==> config.mk <==
export PLATFORM = sky130hd
export DESIGN_NAME = ctrl_lectura
export DESIGN_NICKNAME = d
export VERILOG_FILES = /design/src/rtl/ctrl_lectura_pkg.sv /design/src/rtl/fifo_cmd.sv /design/src/rtl/ctrl_lectura.sv
export SDC_FILE = /design/constraint.sdc
export NUM_CORES = 1
export LEC_CHECK = 0
export ABC_AREA = 0
export CAP_MARGIN = 20
export CELL_PAD_IN_SITES_DETAIL_PLACEMENT = 1
export CELL_PAD_IN_SITES_GLOBAL_PLACEMENT = 2
export CORE_UTILIZATION = 38
export CTS_CLUSTER_SIZE = 8
export DETAILED_ROUTE_END_ITERATION = 6
export GPL_ROUTABILITY_DRIVEN = 0
export PLACE_DENSITY = 0.83
export SLEW_MARGIN = 30
export SYNTH_ARGS = -nofsm -noshare
export SYNTH_HDL_FRONTEND = slang
export SYNTH_HIERARCHICAL = 1
export SYNTH_SLANG_ARGS = --single-unit
==> constraint.sdc <==
create_clock -name clk -period 2.89 [get_ports clk]
set_clock_uncertainty 0.15 [all_clocks]
set_input_delay 0.289 -clock clk [delete_from_list [all_inputs] [get_ports clk]]
set_output_delay 0.289 -clock clk [all_outputs]
set_load 0.02 [all_outputs]
==> src/rtl/ctrl_lectura_pkg.sv <==
// Shared constants for the read controller: code width, FSM state encoding
// and the code value consumed by the downstream flag register.
package ctrl_lectura_pkg;

  localparam int unsigned CODE_W = 3;

  typedef logic [CODE_W-1:0] cod_t;

  typedef enum logic [1:0] {
    REPOSO = 2'd0,
    LEER   = 2'd1,
    ESPERA = 2'd2
  } estado_t;

  // Code the flag register reacts to
  localparam cod_t COD_BANDERA = 3'd1;

endpackage

==> src/rtl/fifo_cmd.sv <==
// Command FIFO with wrap-around pointers and an occupancy count.
// Ports:
//   clk   - clock, rising edge
//   EN    - asynchronous active-low reset
//   push  - write din this edge (caller guarantees room, or a same-edge pop)
//   pop   - advance the read pointer this edge (caller guarantees non-empty)
//   din   - data in
//   dout  - head entry, valid while vacio=0
//   lleno - FIFO holds DEPTH entries
//   vacio - FIFO holds no entries
module fifo_cmd #(
  parameter int unsigned DEPTH = 4,
  parameter int unsigned WIDTH = 3
) (
  input  logic             clk,
  input  logic             EN,
  input  logic             push,
  input  logic             pop,
  input  logic [WIDTH-1:0] din,
  output logic [WIDTH-1:0] dout,
  output logic             lleno,
  output logic             vacio
);

  localparam int unsigned PTR_W = $clog2(DEPTH);
  localparam int unsigned CNT_W = PTR_W + 1;

  logic [WIDTH-1:0] mem [DEPTH];
  logic [PTR_W-1:0] wr_ptr;
  logic [PTR_W-1:0] rd_ptr;
  logic [CNT_W-1:0] count;

  // Storage is not reset; only the pointers and count define validity
  always_ff @(posedge clk) begin
    if (push) begin
      mem[wr_ptr] <= din;
    end
  end

  // Pointers wrap naturally because DEPTH is a power of two
  always_ff @(posedge clk or negedge EN) begin
    if (!EN) begin
      wr_ptr <= '0;
      rd_ptr <= '0;
      count  <= '0;
    end else begin
      if (push) begin
        wr_ptr <= wr_ptr + PTR_W'(1);
      end
      if (pop) begin
        rd_ptr <= rd_ptr + PTR_W'(1);
      end
      if (push && !pop) begin
        count <= count + CNT_W'(1);
      end else if (pop && !push) begin
        count <= count - CNT_W'(1);
      end
    end
  end

  assign dout  = mem[rd_ptr];
  assign lleno = (count == CNT_W'(DEPTH));
  assign vacio = (count == '0);

endmodule

==> src/rtl/ctrl_lectura.sv <==
// Read controller: queues 3-bit commands and issues them one at a time as
// one-cycle read strobes, with HOLD idle cycles after each read.
// Ports:
//   clk      - clock, rising edge
//   EN       - asynchronous active-low reset
//   nuevo    - one-cycle command strobe
//   cod      - command code, sampled with nuevo
//   leer     - one-cycle read strobe
//   dato     - code delivered with leer; holds its value otherwise
//   ocupado  - FSM not idle or commands pending
//   lleno    - command FIFO full
//   desborde - sticky: a command was dropped
module ctrl_lectura
  import ctrl_lectura_pkg::*;
#(
  parameter int unsigned DEPTH = 4,
  parameter int unsigned HOLD  = 3
) (
  input  logic              clk,
  input  logic              EN,
  input  logic              nuevo,
  input  logic [CODE_W-1:0] cod,
  output logic              leer,
  output logic [CODE_W-1:0] dato,
  output logic              ocupado,
  output logic              lleno,
  output logic              desborde
);

  localparam int unsigned CNT_W   = 4;
  localparam int unsigned HOLD_M1 = (HOLD > 0) ? HOLD - 1 : 0;

  estado_t           state;
  estado_t           state_n;
  logic [CNT_W-1:0]  cnt;
  logic [CNT_W-1:0]  cnt_n;
  logic              leer_n;
  cod_t              dato_n;
  logic              desborde_n;
  logic              push;
  logic              pop;
  logic              vacio;
  cod_t              fifo_dout;

  // A pop on the same edge frees a slot, so a push into a full FIFO is kept
  assign push       = nuevo && (!lleno || pop);
  assign desborde_n = desborde || (nuevo && lleno && !pop);

  fifo_cmd #(
    .DEPTH (DEPTH),
    .WIDTH (CODE_W)
  ) u_fifo (
    .clk   (clk),
    .EN    (EN),
    .push  (push),
    .pop   (pop),
    .din   (cod),
    .dout  (fifo_dout),
    .lleno (lleno),
    .vacio (vacio)
  );

  // State, counter and output registers
  always_ff @(posedge clk or negedge EN) begin
    if (!EN) begin
      state    <= REPOSO;
      cnt      <= '0;
      leer     <= 1'b0;
      dato     <= '0;
      desborde <= 1'b0;
    end else begin
      state    <= state_n;
      cnt      <= cnt_n;
      leer     <= leer_n;
      dato     <= dato_n;
      desborde <= desborde_n;
    end
  end

  // Next-state and output logic
  always_comb begin
    state_n = state;
    cnt_n   = cnt;
    leer_n  = 1'b0;
    dato_n  = dato;
    pop     = 1'b0;
    case (state)
      REPOSO: begin
        if (!vacio) begin
          pop     = 1'b1;
          dato_n  = fifo_dout;
          leer_n  = 1'b1;
          state_n = LEER;
        end
      end
      LEER: begin
        if (HOLD > 0) begin
          state_n = ESPERA;
          cnt_n   = CNT_W'(HOLD_M1);
        end else begin
          state_n = REPOSO;
        end
      end
      ESPERA: begin
        if (cnt == '0) begin
          state_n = REPOSO;
        end else begin
          cnt_n = cnt - CNT_W'(1);
        end
      end
      default: begin
        state_n = REPOSO;
      end
    endcase
  end

  assign ocupado = (state != REPOSO) || !vacio;

endmodule

==> impl_metrics.toml, run 1 <==
[power_and_ir_drop]
seq_power_share_pct = 40.9
irDropWorstVdd_v = 0.000447
clockPowerShare_pct = 23.4
swShare_pct = 34.0
power_frac_comb_pct = 35.7
p_switching_mw = 0.638
leakage_nw = 0.671
p_per_area_nw_per_um2 = 1150
internal_power_mw = 1.24

[finish]
layout_common_cells = "dfrtp_1, nand2_1, clkdlybuf4s50_1, edfxtp_1, inv_1"
final-seq-area_sq_um = 811
num-fill-cells = 352
antenna_cells = 0
layout-drive-gt1-share_pct = 13.0
mostFrequentLayoutCell = "dfrtp_1"
final_nets = 135
syn2layout_area_growth_pct = 20.0
multi_input_area_sq_um = 493

[floorplan]
core_sq_um = 3390
start_util_pct = 40.1
die-height_um = 61.8
die-area_sq_um = 3820
row_count = 21
die_w_um = 61.8
io_pins = 13

[hold_path]
worst_hold_path_type = "in2async"

[timing]
slew_violations = 0
tns_ns = 0
slew_headroom_pct = 44.1
final-setup-viol-count = 0
fin_ws_ns = 0.282
rsz0062_at_grt = "false"
clock.fmax_mhz = 383
worst-slew-pin-transition_ns = 0.836
fin_crit_sh_pct = 90.2
hold_violations = 0
final.min_clock_period_ns = 2.61

[yosys]
ys_warn_count = 6
synth_fp_nets = 119
synth_area_per_cell_sq_um = 12.8
synth_area_sq_um = 1360
yosysSeqAreaShare_pct = 59.7
synth_cell_type_count = 34
synthCells = 106
ys_ff_latch = 30

[clocking]
clock_path_buffers = 2
ctsHoldBuffers = 0
cts_root_buf = "clkbuf_4"
cts_resized = 0
clk_pin_slew_ns = 0.10
cts_setup_buffers = 0
tritoncts.num_buffers = 5
cts_max_level = 2
clkLatencyLatePin_ns = 0.33
cts_tree = "yes"
cts_sinks = 30

[grt]
grt_pass1_wl_um = 3920
grt-ovfl-total = 0
first_global_vias = 831
grt_max_degree = 19
grt_use_total_pct = 15.5
antenna_found_initial = 0

[critical_path]
reg2reg_from = "state[1]"
crit_required_ns = 2.99
r2r.worst_path.cells = 8
critPathCaptureType = "flip-flop"
r2r_slack_ns = 0.28
start_kind = "flip-flop"
critPathArrivalTime_ns = 2.71
reg2reg_to = "u_fifo/count[2]"
critPathMaxFanout = 13
worstSetupPathType = "reg2reg"

[place]
detailed_place_hpwl_um = 1750
io_buffers = 12
place_ws_ns = 0.318

[drt]
dr.pass1.iters = 4
wire_per_inst_um = 13.8
drt_iter0_markers = 26
drtAntennaViolNets = 0
routed_via_density = 4.86
wl_um = 2330
dr_total_vias = 821
drc = 0

[run]
maxCapViolations = 0

[status]
outcome = "finished, final reports clean"
==> metrics by stage <==
stage / total power, mW / std cells / cell area (sq um) / hold slack (ns) / utilization [%]
after floorplan: 1.26 / 106 / 1360 / -0.157 / -
after global placement: 1.42 / 161 / 1520 / 0.325 / 44.8
after detailed placement: 1.46 / 161 / 1520 / 0.328 / 44.8
after CTS: 1.91 / 169 / 1630 / 0.304 / 48.1
after global routing: 2.03 / 169 / 1630 / 0.326 / 48.1
final: 1.88 / 169 / 1630 / 0.277 / 48.1
==> cell usage after synthesis (all sizes together) <==
cell    count  area share, %
dfrtp      18             33
nand2      13            3.6
edfxtp     12             27
inv         8            2.2
ha          6            5.5
nor2        5            1.4
and2        4            1.8
xor2        4            2.6
buf         3            1.6
mux4        3            5.0
nor3b       3            1.7
o21ai       3            1.1
a31o        2            1.3
a31oi       2           0.92
mux2        2            1.7
nor3        2           0.74
xnor2       2            1.3
a21boi      1           0.55
a21oi       1           0.37
a22oi       1           0.55
clkbuf      1           0.28
fa          1            1.5
nand2b      1           0.46
nand4b      1           0.64
nor2b       1           0.46
nor4        1           0.46
o22a        1           0.64
o22ai       1           0.46
or2b        1           0.55
or3         1           0.46
or3b        1           0.64
==> cell type report <==
type                    count  share of cell area [%]
flip-flops and latches     30                    49.7
multi-input cells          64                    30.2
repair buffers             13                    7.83
clock inverters             2                    3.68
well taps                  46                    3.53
clock buffers               6                    3.15
inverters                   8                    1.84
==> worst max-delay path: stages (launching register included) <==
cell,delay (ns)
dfrtp_1,0.52
or3_1,0.54
a21boi_1,0.25
ha_1,0.21
inv_1,0.07
fa_1,0.37
xor2_1,0.15
nor2_1,0.11
xor2_1,0.16
==> logic make-up (layout without fill, tap and decap cells) <==
group | Yosys count | in the layout | synth area share (%)
adder cells (fa/ha/maj) | 7 | 7 | 7.00
XOR/XNOR | 6 | 6 | 3.87
AO/OA/AOI/OAI | 12 | 12 | 5.89
AND/OR/NAND/NOR | 34 | 34 | 12.9
flip-flops | 30 | 30 | 59.7
multiplexers | 5 | 5 | 6.63
buffers and inverters | 12 | 29 | 4.05
==> state kept, by name (all words and copies together), names as in the netlist <==
name           cells
u_fifo/mem        12
u_fifo/wr_ptr      2
cnt                4
leer               1
dato               3
state              2
u_fifo/count       3
u_fifo/rd_ptr      2
desborde           1
==> power by group through the flow <==
stage	clock network (mW)	registers, mW	logic [mW]
after floorplan	0	0.741	0.520
after global placement	0	0.770	0.654
after detailed placement	0	0.783	0.680
after CTS	0.452	0.773	0.684
after global routing	0.471	0.797	0.761
final	0.440	0.768	0.671
==> layer usage <==
| layer | up-vias | routed length (um) | part of all wire, % | track usage, % |
|---|---|---|---|---|
| met5 | - | 0 | 0 | 0 |
| met4 | 0 | 61 | 2.6 | 10.5 |
| met3 | 6 | 82 | 3.5 | 5.59 |
| met2 | 12 | 1120 | 48 | 23.5 |
| met1 | 406 | 1070 | 46 | 18.6 |
| li1 | 397 | - | - | - |
==> worst max path at each step <==
stage	start	end	cells after the start
floorplan	u_fifo/count[0]	u_fifo/count[1]	6
CTS	state[1]	u_fifo/count[2]	8
finish	state[1]	u_fifo/count[2]	8
global placement	state[1]	u_fifo/count[2]	8
global route	state[1]	u_fifo/count[2]	8
detailed placement	state[1]	u_fifo/count[2]	8
(Power assumes the default switching activity.)
==> run 2: changes to the inputs <==
--- a/config.mk
+++ b/config.mk
@@ -9,6 +9,7 @@
 export CAP_MARGIN = 20
 export CELL_PAD_IN_SITES_DETAIL_PLACEMENT = 1
 export CELL_PAD_IN_SITES_GLOBAL_PLACEMENT = 2
+export CORE_MARGIN = 10
 export CORE_UTILIZATION = 38
 export CTS_CLUSTER_SIZE = 8
 export DETAILED_ROUTE_END_ITERATION = 6
==> run 2 against run 1 <==
  * Routed wire length is 12% higher
  * Critical path depth stayed put
  * Maximum frequency is 0.12% lower
  * Register-to-register slack hardly changed
  * Non-clock buffer count stayed put
  * Clock power is 45% lower
  * Flip-flop and latch count stayed put
  * Critical endpoint unchanged
==> impl_metrics.toml, run 2 (same netlist as run 1, synthesis figures left out) <==
[status]
outcome = "finished, final reports clean"

[timing]
clock.fmax_mhz = 383
whs_ns = 0.279
rsz0062_at_grt = "false"
final.min_clock_period_ns = 2.61
final-setup-viol-count = 0
tns_ns = 0
slew_violations = 0
hold_violations = 0
worst-slew-pin-transition_ns = 0.838
fin_crit_sh_pct = 90.3
slew_headroom_pct = 43.9
fin_ws_ns = 0.279

[grt]
met2_usage_pct = 14.3
busiest_layer = "met2"
grt_util_met3_pct = 4.73
met1_usage_pct = 10.9
grt_pass1_wl_um = 4520
first_global_vias = 918
grt-ovfl-total = 0
grt_use_total_pct = 9.35
grt_max_degree = 19
antenna_found_initial = 0

[place]
io_buffers = 12
detailed_place_hpwl_um = 2020
place_ws_ns = 0.292
dpl_cell_area_sq_um = 1520
placed_cells = 161

[floorplan]
die-area_sq_um = 6370
start_util_pct = 40.1
die_w_um = 79.8
io_pins = 13
row_count = 21
core_sq_um = 3390
die-height_um = 79.8

[clocking]
cts_root_buf = "clkbuf_4"
clock_path_buffers = 2
tritoncts.num_buffers = 5
cts_resized = 0
cts_sinks = 30
cts_setup_buffers = 0
clkLatencyLatePin_ns = 0.33
cts_max_level = 2
clk_pin_slew_ns = 0.10
cts_tree = "yes"
ctsHoldBuffers = 0

[power_and_ir_drop]
p_total_mw = 1.70
leakage_nw = 0.641
p_per_area_nw_per_um2 = 1080
irDropWorstVdd_v = 0.000457

[run]
maxCapViolations = 0

[finish]
final_cells = 169
layout_common_cells = "dfrtp_1, nand2_1, clkdlybuf4s50_1, edfxtp_1, inv_1"
largest_register_ffs = 12
finish.instance_area_sq_um = 1570
num-fill-cells = 365
syn2layout_area_growth_pct = 15.7
antenna_cells = 0
reg_top3 = "u_fifo/mem x12, cnt x4"
mostFrequentLayoutCell = "dfrtp_1"
final_nets = 135
final_core_util_pct = 46.4
layout-drive-gt1-share_pct = 12.2
largest-register = "u_fifo/mem"

[drt]
wire_per_inst_um = 15.5
dr.pass1.iters = 3
drc = 0
drt_iter0_markers = 44
drtAntennaViolNets = 0
wl_um = 2610
routed_via_density = 4.86
dr_total_vias = 821

[critical_path]
critPathMaxFanout = 13
r2r.worst_path.cells = 8
crit_required_ns = 3.00
path_cells = "or3_1 > a21boi_1 > ha_1 > inv_1 > fa_1 > xor2_1 > nor2_1 > xor2_1"
cpMostUsedCell = "xor2_1"
critPathCaptureType = "flip-flop"
start_kind = "flip-flop"
critical-path-slowest-cell = "or3_1"
worstSetupPathType = "reg2reg"
critPathArrivalTime_ns = 2.72
slowest_delay_ns = 0.54

[hold_path]
worst_hold_path_type = "in2async"
## run 2: changes by cell type in the layout (fill, tap and decap cells not counted), sizes merged
| cell | change |
|---|---|
| clkbuf | -1 |
| bufinv | -2 |
| clkinvlp | +1 |
| clkinv | +2 |
## run 2: path summary, 6_finish.rpt
check,from,to,slack (ns)
max in group asynchronous,EN,state[1],1.79
min in group clk,u_fifo/count[2],u_fifo/count[2],0.35
hold reg to reg,u_fifo/count[2],u_fifo/count[2],0.35
setup / recovery,state[1],u_fifo/count[2],0.28
setup reg to reg,state[1],u_fifo/count[2],0.28
hold / removal,EN,leer,0.28
## run 2: routing by layer
metal / share of wire (%) / up-vias
li1: - / 395
met1: 45 / 407
met2: 48 / 15
met3: 5.9 / 4
met4: 1.1 / 0
met5: 0 / -
## run 2: power breakdown
| group | switching (mW) | leakage [nW] | internal, mW | total, mW |
|---|---|---|---|---|
| clock network | 0.151 | 0.0286 | 0.0903 | 0.241 |
| logic | 0.341 | 0.287 | 0.347 | 0.687 |
| registers | 0.165 | 0.326 | 0.604 | 0.769 |
| total | 0.657 | 0.641 | 1.04 | 1.70 |
## run 2: final cells by class
cell class              instances  area, sq um  area share [%]
flip-flops and latches         30          811            51.6
multi-input cells              64          493            31.3
repair buffers                 13          128            8.11
well taps                      46         57.6            3.66
clock buffers                   5         37.5            2.39
inverters                       8         30.0            1.91
clock inverters                 3         16.3            1.03
## run 2: critical path: cells and delay by family (launching register included)
family	cells	cell delay (ns)
AOI/OAI and AO/OA	1	0.24
xor gates and xnor gates	2	0.31
adders and majority gates	2	0.60
buffers and inverters	1	0.06
DFF	1	0.52
and+or+nand+nor	2	0.66
==> run 3: changes to the inputs <==
--- a/config.mk
+++ b/config.mk
@@ -6,7 +6,7 @@
 export NUM_CORES = 1
 export LEC_CHECK = 0
 export ABC_AREA = 0
-export CAP_MARGIN = 20
+export CAP_MARGIN = 0
 export CELL_PAD_IN_SITES_DETAIL_PLACEMENT = 1
 export CELL_PAD_IN_SITES_GLOBAL_PLACEMENT = 2
 export CORE_MARGIN = 10
==> results of run 3 <==
No change in the layout: final DEF, timing and power equal those of run 2.
